===== config.mk =====
export PLATFORM = sky130hd
export DESIGN_NAME = key_expand_ctrl_flat
export DESIGN_NICKNAME = d
export VERILOG_FILES = /design/src/rtl/key_expand_ctrl_if.sv /design/src/rtl/key_expand_ctrl.sv /design/src/flat_wrapper.sv
export SDC_FILE = /design/constraint.sdc
export NUM_CORES = 1
export LEC_CHECK = 0
export ABC_AREA = 0
export BUFFER_PORTS_ARGS = -buffer_cell sky130_fd_sc_hd__buf_4
export CORE_ASPECT_RATIO = 1.25
export CORE_MARGIN = 3
export CORE_UTILIZATION = 50
export DETAILED_ROUTE_END_ITERATION = 8
export PLACE_DENSITY = 0.85
export SYNTH_ARGS = -nofsm -noshare
export SYNTH_HDL_FRONTEND = slang
export SYNTH_SLANG_ARGS = --single-unit

===== constraint.sdc =====
create_clock -name clk -period 2.1 [get_ports clk]
set_input_delay 0.21 -clock clk [delete_from_list [all_inputs] [get_ports clk]]
set_output_delay 0.21 -clock clk [all_outputs]
set_load 0.02 [all_outputs]

===== src/rtl/key_expand_ctrl_if.sv =====
// Bundles the key-request, round-key output and shared subword-unit signals
// of the AES-128 key expansion controller.
interface key_expand_ctrl_if;
  logic         start;
  logic [127:0] key_in;
  logic         busy;
  logic         rk_valid;
  logic [3:0]   rk_idx;
  logic [127:0] rk;
  logic         done;
  logic         sw_req;
  logic [31:0]  sw_word;
  logic [31:0]  sw_result;
  logic         sw_ack;

  // Controller side.
  modport slave (
    input  start, key_in, sw_result, sw_ack,
    output busy, rk_valid, rk_idx, rk, done, sw_req, sw_word
  );

  // Requester / subword-unit side.
  modport master (
    output start, key_in, sw_result, sw_ack,
    input  busy, rk_valid, rk_idx, rk, done, sw_req, sw_word
  );
endinterface


===== src/rtl/key_expand_ctrl.sv =====
// AES-128 key expansion controller: produces round keys 0..10 one per
// subword transaction, borrowing an external shared SubWord unit.
module key_expand_ctrl (
  input  logic              clk,
  input  logic              rst,
  key_expand_ctrl_if.slave  bus
);

  typedef enum logic [1:0] {
    IDLE   = 2'd0,
    REQ    = 2'd1,
    GAP    = 2'd2,
    FINISH = 2'd3
  } state_t;

  state_t       state_reg, state_next;
  logic [31:0]  w_reg [4];
  logic [31:0]  w_next [4];
  logic [7:0]   rcon_reg, rcon_next;
  logic [127:0] rk_reg, rk_next;
  logic [3:0]   rk_idx_reg, rk_idx_next;
  logic         rk_valid_reg, rk_valid_next;
  logic         done_reg, done_next;

  logic [31:0]  t_word;
  logic [31:0]  acc_word;
  logic [31:0]  w_new [4];
  logic [31:0]  key_word [4];
  logic [127:0] rk_new;
  logic [7:0]   rcon_xtime;
  logic [3:0]   rk_idx_inc;

  assign t_word     = bus.sw_result ^ {rcon_reg, 24'h0};
  assign rcon_xtime = {rcon_reg[6:0], 1'b0} ^ (rcon_reg[7] ? 8'h1b : 8'h00);
  assign rk_idx_inc = rk_idx_reg + 4'd1;

  // Each new word is t XORed with the prefix of the old words, which keeps
  // the w0'..w3' chain free of combinational self-reference.
  always_comb begin
    acc_word = t_word;
    for (int i = 0; i < 4; i++) begin
      acc_word = acc_word ^ w_reg[i];
      w_new[i] = acc_word;
    end
  end

  genvar gi;
  generate
    for (gi = 0; gi < 4; gi++) begin : g_words
      assign key_word[gi]                = bus.key_in[127-32*gi -: 32];
      assign rk_new[127-32*gi -: 32]     = w_new[gi];
    end
  endgenerate

  always_comb begin
    state_next    = state_reg;
    w_next        = w_reg;
    rcon_next     = rcon_reg;
    rk_next       = rk_reg;
    rk_idx_next   = rk_idx_reg;
    rk_valid_next = 1'b0;
    done_next     = 1'b0;
    case (state_reg)
      IDLE: begin
        if (bus.start) begin
          w_next        = key_word;
          rk_next       = bus.key_in;
          rk_idx_next   = 4'd0;
          rk_valid_next = 1'b1;
          rcon_next     = 8'h01;
          state_next    = REQ;
        end
      end
      REQ: begin
        if (bus.sw_ack) begin
          w_next        = w_new;
          rk_next       = rk_new;
          rk_idx_next   = rk_idx_inc;
          rk_valid_next = 1'b1;
          rcon_next     = rcon_xtime;
          // done is registered alongside the round-10 key so both pulse together.
          if (rk_idx_inc == 4'd10) begin
            done_next  = 1'b1;
            state_next = FINISH;
          end else begin
            state_next = GAP;
          end
        end
      end
      GAP:     state_next = REQ;
      FINISH:  state_next = IDLE;
      default: state_next = IDLE;
    endcase
  end

  always_ff @(posedge clk) begin
    if (rst) begin
      state_reg    <= IDLE;
      for (int i = 0; i < 4; i++) w_reg[i] <= 32'h0;
      rcon_reg     <= 8'h0;
      rk_reg       <= 128'h0;
      rk_idx_reg   <= 4'd0;
      rk_valid_reg <= 1'b0;
      done_reg     <= 1'b0;
    end else begin
      state_reg    <= state_next;
      w_reg        <= w_next;
      rcon_reg     <= rcon_next;
      rk_reg       <= rk_next;
      rk_idx_reg   <= rk_idx_next;
      rk_valid_reg <= rk_valid_next;
      done_reg     <= done_next;
    end
  end

  assign bus.busy     = (state_reg != IDLE);
  assign bus.sw_req   = (state_reg == REQ);
  assign bus.sw_word  = {w_reg[3][23:0], w_reg[3][31:24]};
  assign bus.rk       = rk_reg;
  assign bus.rk_idx   = rk_idx_reg;
  assign bus.rk_valid = rk_valid_reg;
  assign bus.done     = done_reg;

endmodule


===== src/flat_wrapper.sv =====
// flat-port wrapper written by rule: the top's interface ports become plain ports
module key_expand_ctrl_flat 
  (clk, rst, bus_start, bus_key_in, bus_sw_result, bus_sw_ack, bus_busy, bus_rk_valid, bus_rk_idx, bus_rk, bus_done, bus_sw_req, bus_sw_word);
  key_expand_ctrl_if bus_i ();
  input  logic clk;
  input  logic rst;
  input wire logic [$bits(bus_i.start)-1:0] bus_start;
  input wire logic [$bits(bus_i.key_in)-1:0] bus_key_in;
  input wire logic [$bits(bus_i.sw_result)-1:0] bus_sw_result;
  input wire logic [$bits(bus_i.sw_ack)-1:0] bus_sw_ack;
  output wire logic [$bits(bus_i.busy)-1:0] bus_busy;
  output wire logic [$bits(bus_i.rk_valid)-1:0] bus_rk_valid;
  output wire logic [$bits(bus_i.rk_idx)-1:0] bus_rk_idx;
  output wire logic [$bits(bus_i.rk)-1:0] bus_rk;
  output wire logic [$bits(bus_i.done)-1:0] bus_done;
  output wire logic [$bits(bus_i.sw_req)-1:0] bus_sw_req;
  output wire logic [$bits(bus_i.sw_word)-1:0] bus_sw_word;
  assign bus_i.start = bus_start;
  assign bus_i.key_in = bus_key_in;
  assign bus_i.sw_result = bus_sw_result;
  assign bus_i.sw_ack = bus_sw_ack;
  assign bus_busy = bus_i.busy;
  assign bus_rk_valid = bus_i.rk_valid;
  assign bus_rk_idx = bus_i.rk_idx;
  assign bus_rk = bus_i.rk;
  assign bus_done = bus_i.done;
  assign bus_sw_req = bus_i.sw_req;
  assign bus_sw_word = bus_i.sw_word;
  key_expand_ctrl u_core (.clk(clk), .rst(rst), .bus(bus_i));
endmodule

==> flow_summary.ini, run 1 <==
[clock_tree]
post-cts-setup-buffer-count = 0
cts_tree = done
clk_pin_slew_ns = 0.06
clkSinkCount = 144
cts-root-buf = clkbuf_16
clk_latency_ns = 0.42
numCtsBuffers = 17
cts_max_level = 4
cts_buffer_depth = 2

[finish]
largest_reg_flops = 127
fin_nets = 1456
n_antenna_cell = 0
final_common_cell = buf_4
drive_gt1_share_pct = 29.9
multi_input_area_um2 = 4600
final_cell_mix = buf_4 (339), nor2_1 (144), dfxtp_1 (144)
fillCellCount = 1311
final-seq-area_um2 = 2880
areaGrowthSynthToFinish_pct = 35.6

[synthesis]
synth.avg_cell_area_um2 = 8.06
syn_area_um2 = 8360
synthCells = 1038
synth_cell_types = 35
synth_nets = 1204
ys_warn_count = 0
synth-seq-cells = 144
synth-seq-area-share_pct = 34.5

[floorplanning]
core_area_um2 = 16300
die_w_um = 122
start_util_pct = 51.4
die_h_um = 151
rows = 52
ios = 332
die_area_um2 = 18300

[detailed_routing]
firstDrtPassIters = 5
drc = 0
first_iter_violations = 669
wl_mm = 26.4
antenna_left = 0
vias = 8603
via_per_inst = 5.66
wl_per_cell_um = 17.3

[hold_path]
hold_path.class = input port to register
min_delay_path_depth = 3

[timing]
fmax_ghz = 0.490
fin_setup_tns_ns = 0
skew_ns = 0.00925
period_minus_slack_ns = 2.04
setup_viol_count_final = 0
worstMarginPinSlew_ns = 0.546
timing.slew.headroom_pct = 63.6
min_period_over_period_pct = 97.2
hold_ws_ns = 0.0667
rsz0062_at_grt = false
drv_slew = 0
hold_violations = 0
setup_ws_ns = 0.0595

[worst_setup_path]
critPathArrivalTime_ns = 1.83
worstPathMaxFanout = 70
worst-r2r-setup-slack_ns = 0.21
worstSetupStartpointType = register
cp-end-kind = output port
required_ns = 1.89
critPathKind = register to output port
reg2regPathDepth = 5

[place]
dp_hpwl_mm = 18.4
gp_congestion = 0.895
portBuffers = 331
dp_worst_setup_slack_ns = 0.242

[flow_run]
drv_cap = 0

[power]
cellPowerDensity_nw_per_um2 = 846
irDropWorstVdd_mv = 0.506
p_leak_uw = 0.00509
total_power_uw = 9590

[global_route]
overflow = 0
grt_max_degree = 117
grt_pass1_vias = 8157
grt_usage_pct = 27.4
grt_pass1_wl_mm = 40.3
grt_antenna_before_repair = 0

[outcome]
status = finished, final reports clean
## metal layers
metal / share of wire (%) / vias to the layer above / track usage, % / routed length (µm)
li1: - / 4099 / - / -
met2: 52 / 376 / 48.9 / 13700
met4: 4.2 / 0 / 14.6 / 1120
met3: 7.6 / 74 / 6.54 / 2000
met1: 36 / 4054 / 29.9 / 9520
met5: 0 / - / 0 / 0
## synth_stat cells
library cell  instances  area share (%)
buf_6                 4            0.54
ha_1                  2            0.30
o31ai_1              24             2.2
nand2_1              78             3.5
xnor3_1              32             8.6
nor2_1              145             6.5
inv_2                 1           0.045
xnor2_2               1            0.19
inv_1                66             3.0
o21bai_1              1           0.090
dfxtp_1             144              34
a31oi_1               1           0.075
or2_2                 1           0.075
or2_1                 1           0.075
nor3_1               50             3.0
mux2i_1               2            0.24
or3_1                 1           0.075
buf_1                 1           0.045
and3_1                4            0.30
nand3_1               1           0.060
a2bb2oi_1            24             2.5
a22oi_1              32             2.9
buf_2                34             2.0
nand3b_1              1           0.090
o32ai_1              40             4.2
a211oi_1             41             3.7
xnor2_1              42             4.4
clkbuf_1             41             1.8
buf_4                36             3.2
nor3_2                3            0.36
a21oi_1             107             6.4
nand2b_1             25             1.9
a21bo_2               1            0.12
a21o_1                1           0.090
o21ai_0              50             3.0
## path summary, 6_finish.rpt
path                                                        from                         endpoint
worst min register to register   u_core.bus.rk[106]$_SDFFE_PP0P_  u_core.bus.rk[106]$_SDFFE_PP0P_
worst max-delay path            u_core.state_reg[1]$_SDFFE_PP0P_                       bus_sw_req
worst min-delay path                              bus_key_in[29]   u_core.bus.rk[29]$_SDFFE_PP0P_
worst max register to register  u_core.state_reg[0]$_SDFFE_PP0P_   u_core.bus.rk[38]$_SDFFE_PP0P_
## where the power goes
group | switching, µW | leakage [µW] | internal (µW) | total [µW]
Clock | 1160 | 0.000285 | 1870 | 3030
Combinational | 1770 | 0.00362 | 1520 | 3290
Sequential | 269 | 0.00119 | 3000 | 3270
Total | 3200 | 0.00509 | 6390 | 9590
## worst max-delay path: stages (launching register included)
cell and delay (ns):
dfxtp_1 0.45, nand2b_4 0.37, inv_2 0.08, buf_12 0.19
buf_4 0.23
## timing repair
action                    in CTS  in global routing
hold endpoints to repair       1                  0
hold buffers                   1                  0
resized for setup              0                  0
## logic make-up (layout without fill, tap and decap cells)
kind of cell	Yosys count	after routing	share of synthesized area (%)
AOI/OAI and AO/OA	322	322	25.2
buffers and inverters	183	448	10.7
xor gates and xnor gates	75	75	13.2
and+or+nand+nor	310	310	15.9
DFF	144	144	34.5
muxes	2	2	0.239
adders and majority gates	2	2	0.299
## final cells by class
cell class,instances,share of cell area [%]
multi-input cells,711,40.6
flip-flops and latches,144,25.4
repair buffers,349,24.1
clock buffers,23,4.30
well taps,216,2.38
inverters,67,2.22
clock inverters,9,0.938
## stage by stage
| stage | utilization [%] | instances | instance area, µm² |
|---|---|---|---|
| after floorplan | - | 1038 | 8360 |
| after global placement | 66.0 | 1486 | 10700 |
| after detailed placement | 66.0 | 1486 | 10700 |
| after CTS | 69.7 | 1519 | 11300 |
| after global routing | 69.7 | 1519 | 11300 |
| final | 69.7 | 1519 | 11300 |
No activity file was read; power rests on OpenSTA's default activity.
==> run 2, diff against run 1 <==
- PLACE_DENSITY: 0.85 -> default
- PLACE_DENSITY_LB_ADDON: default -> 0.15
- TNS_END_PERCENT: default -> 100
==> run 2 against run 1 <==
Net effect:
- worst hold slack worse by 0.016 ns
- largest cell class unchanged
- critical path type is now register to register
- clock power rose by 3%
- first-iteration DRC count down 13%
- wire length increased by 0.20%
- register-to-register slack hardly changed
- critical endpoint is now u_core.bus.rk[50]$_SDFFE_PP0P_
- fmax grew 7.5%
- global-route usage fell by 0.28 points
- sequential cell count unchanged
==> flow_summary.ini, run 2 (synthesis results as in run 1) <==
[place]
dp_hpwl_mm = 18.5
gp_congestion = 0.836
placed_area_um2 = 10800
portBuffers = 331
dp_worst_setup_slack_ns = 0.108

[global_route]
grt_max_degree = 95
grt_pass1_wl_mm = 39.8
grt_pass1_vias = 7879
grt_antenna_before_repair = 0
overflow = 0
grt_usage_pct = 27.1

[floorplanning]
die_h_um = 151
ios = 332
die_w_um = 122
core_area_um2 = 16300
start_util_pct = 51.4
die_area_um2 = 18300
rows = 52

[worst_setup_path]
worstPathMaxFanout = 21
cp_top_family = flip-flops
critPathKind = register to register
max_stage_delay_ns = 0.43
reg2regPathDepth = 5
timing.rr.end = u_core.bus.rk[50]$_SDFFE_PP0P_
cp-end-kind = register
slowest_stage = dfxtp_1
critPathArrivalTime_ns = 2.23
crit_buf_inv = 1
cp.depth = 5
path_cells = mux2i_2, or2_4, buf_4, a21oi_1, o32ai_1
worst-r2r-setup-slack_ns = 0.20
worstSetupStartpointType = register
r2r_start = u_core.state_reg[0]$_SDFFE_PP0P_
required_ns = 2.43

[timing]
timing.slew.headroom_pct = 35.2
hold_violations = 0
min_period_over_period_pct = 90.4
period_minus_slack_ns = 1.90
skew_ns = 0.0151
rsz0062_at_grt = false
setup_ws_ns = 0.202
worstMarginPinSlew_ns = 0.971
setup_viol_count_final = 0
fmax_ghz = 0.527
fin_setup_tns_ns = 0
drv_slew = 0

[finish]
stdcell_area_um2 = 11400
n_antenna_cell = 0
final_cell_mix = buf_4 (341), nor2_1 (144), dfxtp_1 (144)
largest_reg_flops = 127
drive_gt1_share_pct = 30.3
fin_nets = 1460
final_common_cell = buf_4
areaGrowthSynthToFinish_pct = 36.3

[detailed_routing]
drc = 0
first_iter_violations = 582
firstDrtPassIters = 5
via_per_inst = 5.55
wl_per_cell_um = 17.3
antenna_left = 0
vias = 8451
wl_mm = 26.4

[clock_tree]
cts-root-buf = clkbuf_16
clk_pin_slew_ns = 0.06
clkSinkCount = 144
numCtsBuffers = 17
clk_latency_ns = 0.43
cts_max_level = 4
cts_buffer_depth = 2
cts_tree = done

[flow_run]
drv_cap = 0

[power]
cellPowerDensity_nw_per_um2 = 849
p_leak_uw = 0.00511
irDropWorstVdd_mv = 0.649
total_power_uw = 9680

[outcome]
status = finished, final reports clean

[hold_path]
hold_path.class = input port to register
hold_start = bus_key_in[28]
whs_endpoint = u_core.bus.rk[28]$_SDFFE_PP0P_
min_delay_path_depth = 3
run 2: report_power, final:
| group | internal, µW | switching, µW | leakage [µW] |
|---|---|---|---|
| sequential | 3000 | 260 | 0.00119 |
| combinational | 1530 | 1770 | 0.00364 |
| clock | 1890 | 1220 | 0.000288 |
run 2: tightest hold or removal path, delay by kind of cell:
kind | cells | cell delay [ns]
AOI/OAI and AO/OA | 2 | 0.15
buffers and inverters | 1 | 0.08
run 2: what timing repair did:
| item | 4_1_cts | 5_1_grt |
|---|---|---|
| hold buffers | 1 | 0 |
| resized for setup | 0 | 1 |
| setup endpoints to repair | 0 | 29 |
| buffers inserted | 0 | 0 |
| endpoints found under the hold margin | 1 | 0 |
run 2: metrics by stage:
stage               cells  utilization (%)  hold WS, ns
floorplan            1038                -        0.308
global placement     1489             66.2        0.404
detailed placement   1489             66.2        0.411
CTS                  1522             70.0       0.0415
global route         1523             70.1       0.0572
finish               1523             70.1       0.0505
run 2: layout make-up:
type,instances,area [µm²]
clock buffer,18,439
fill,1419,4870
clock inverter,14,166
inverter,67,251
multi-input combinational,712,4610
tap,216,270
sequential,144,2880
timing repair buffer,352,2770
run 2: worst max-delay path by stage:
| stage | from | end | slack [ns] |
|---|---|---|---|
| final | u_core.state_reg[0]$_SDFFE_PP0P_ | u_core.bus.rk[50]$_SDFFE_PP0P_ | 0.20 |
| after global routing | u_core.state_reg[0]$_SDFFE_PP0P_ | u_core.bus.rk[50]$_SDFFE_PP0P_ | 0.05 |
| after CTS | u_core.state_reg[0]$_SDFFE_PP0P_ | u_core.bus.rk[83]$_SDFFE_PP0P_ | 0.03 |
| after detailed placement | u_core.state_reg[0]$_SDFFE_PP0P_ | u_core.bus.rk[115]$_SDFFE_PP0P_ | 0.11 |
| after global placement | u_core.state_reg[0]$_SDFFE_PP0P_ | u_core.bus.rk[105]$_SDFFE_PP0P_ | 0.18 |
| after floorplan | u_core.bus.rk[121]$_SDFFE_PP0P_ | u_core.bus.rk[57]$_SDFFE_PP0P_ | 0.54 |
run 2: per-layer routing:
layer | wire length [µm] | global-route usage, %
met1 | 10100 | 30.1
met2 | 13500 | 49.0
met3 | 2060 | 7.63
met4 | 753 | 10.3
met5 | 0 | 0
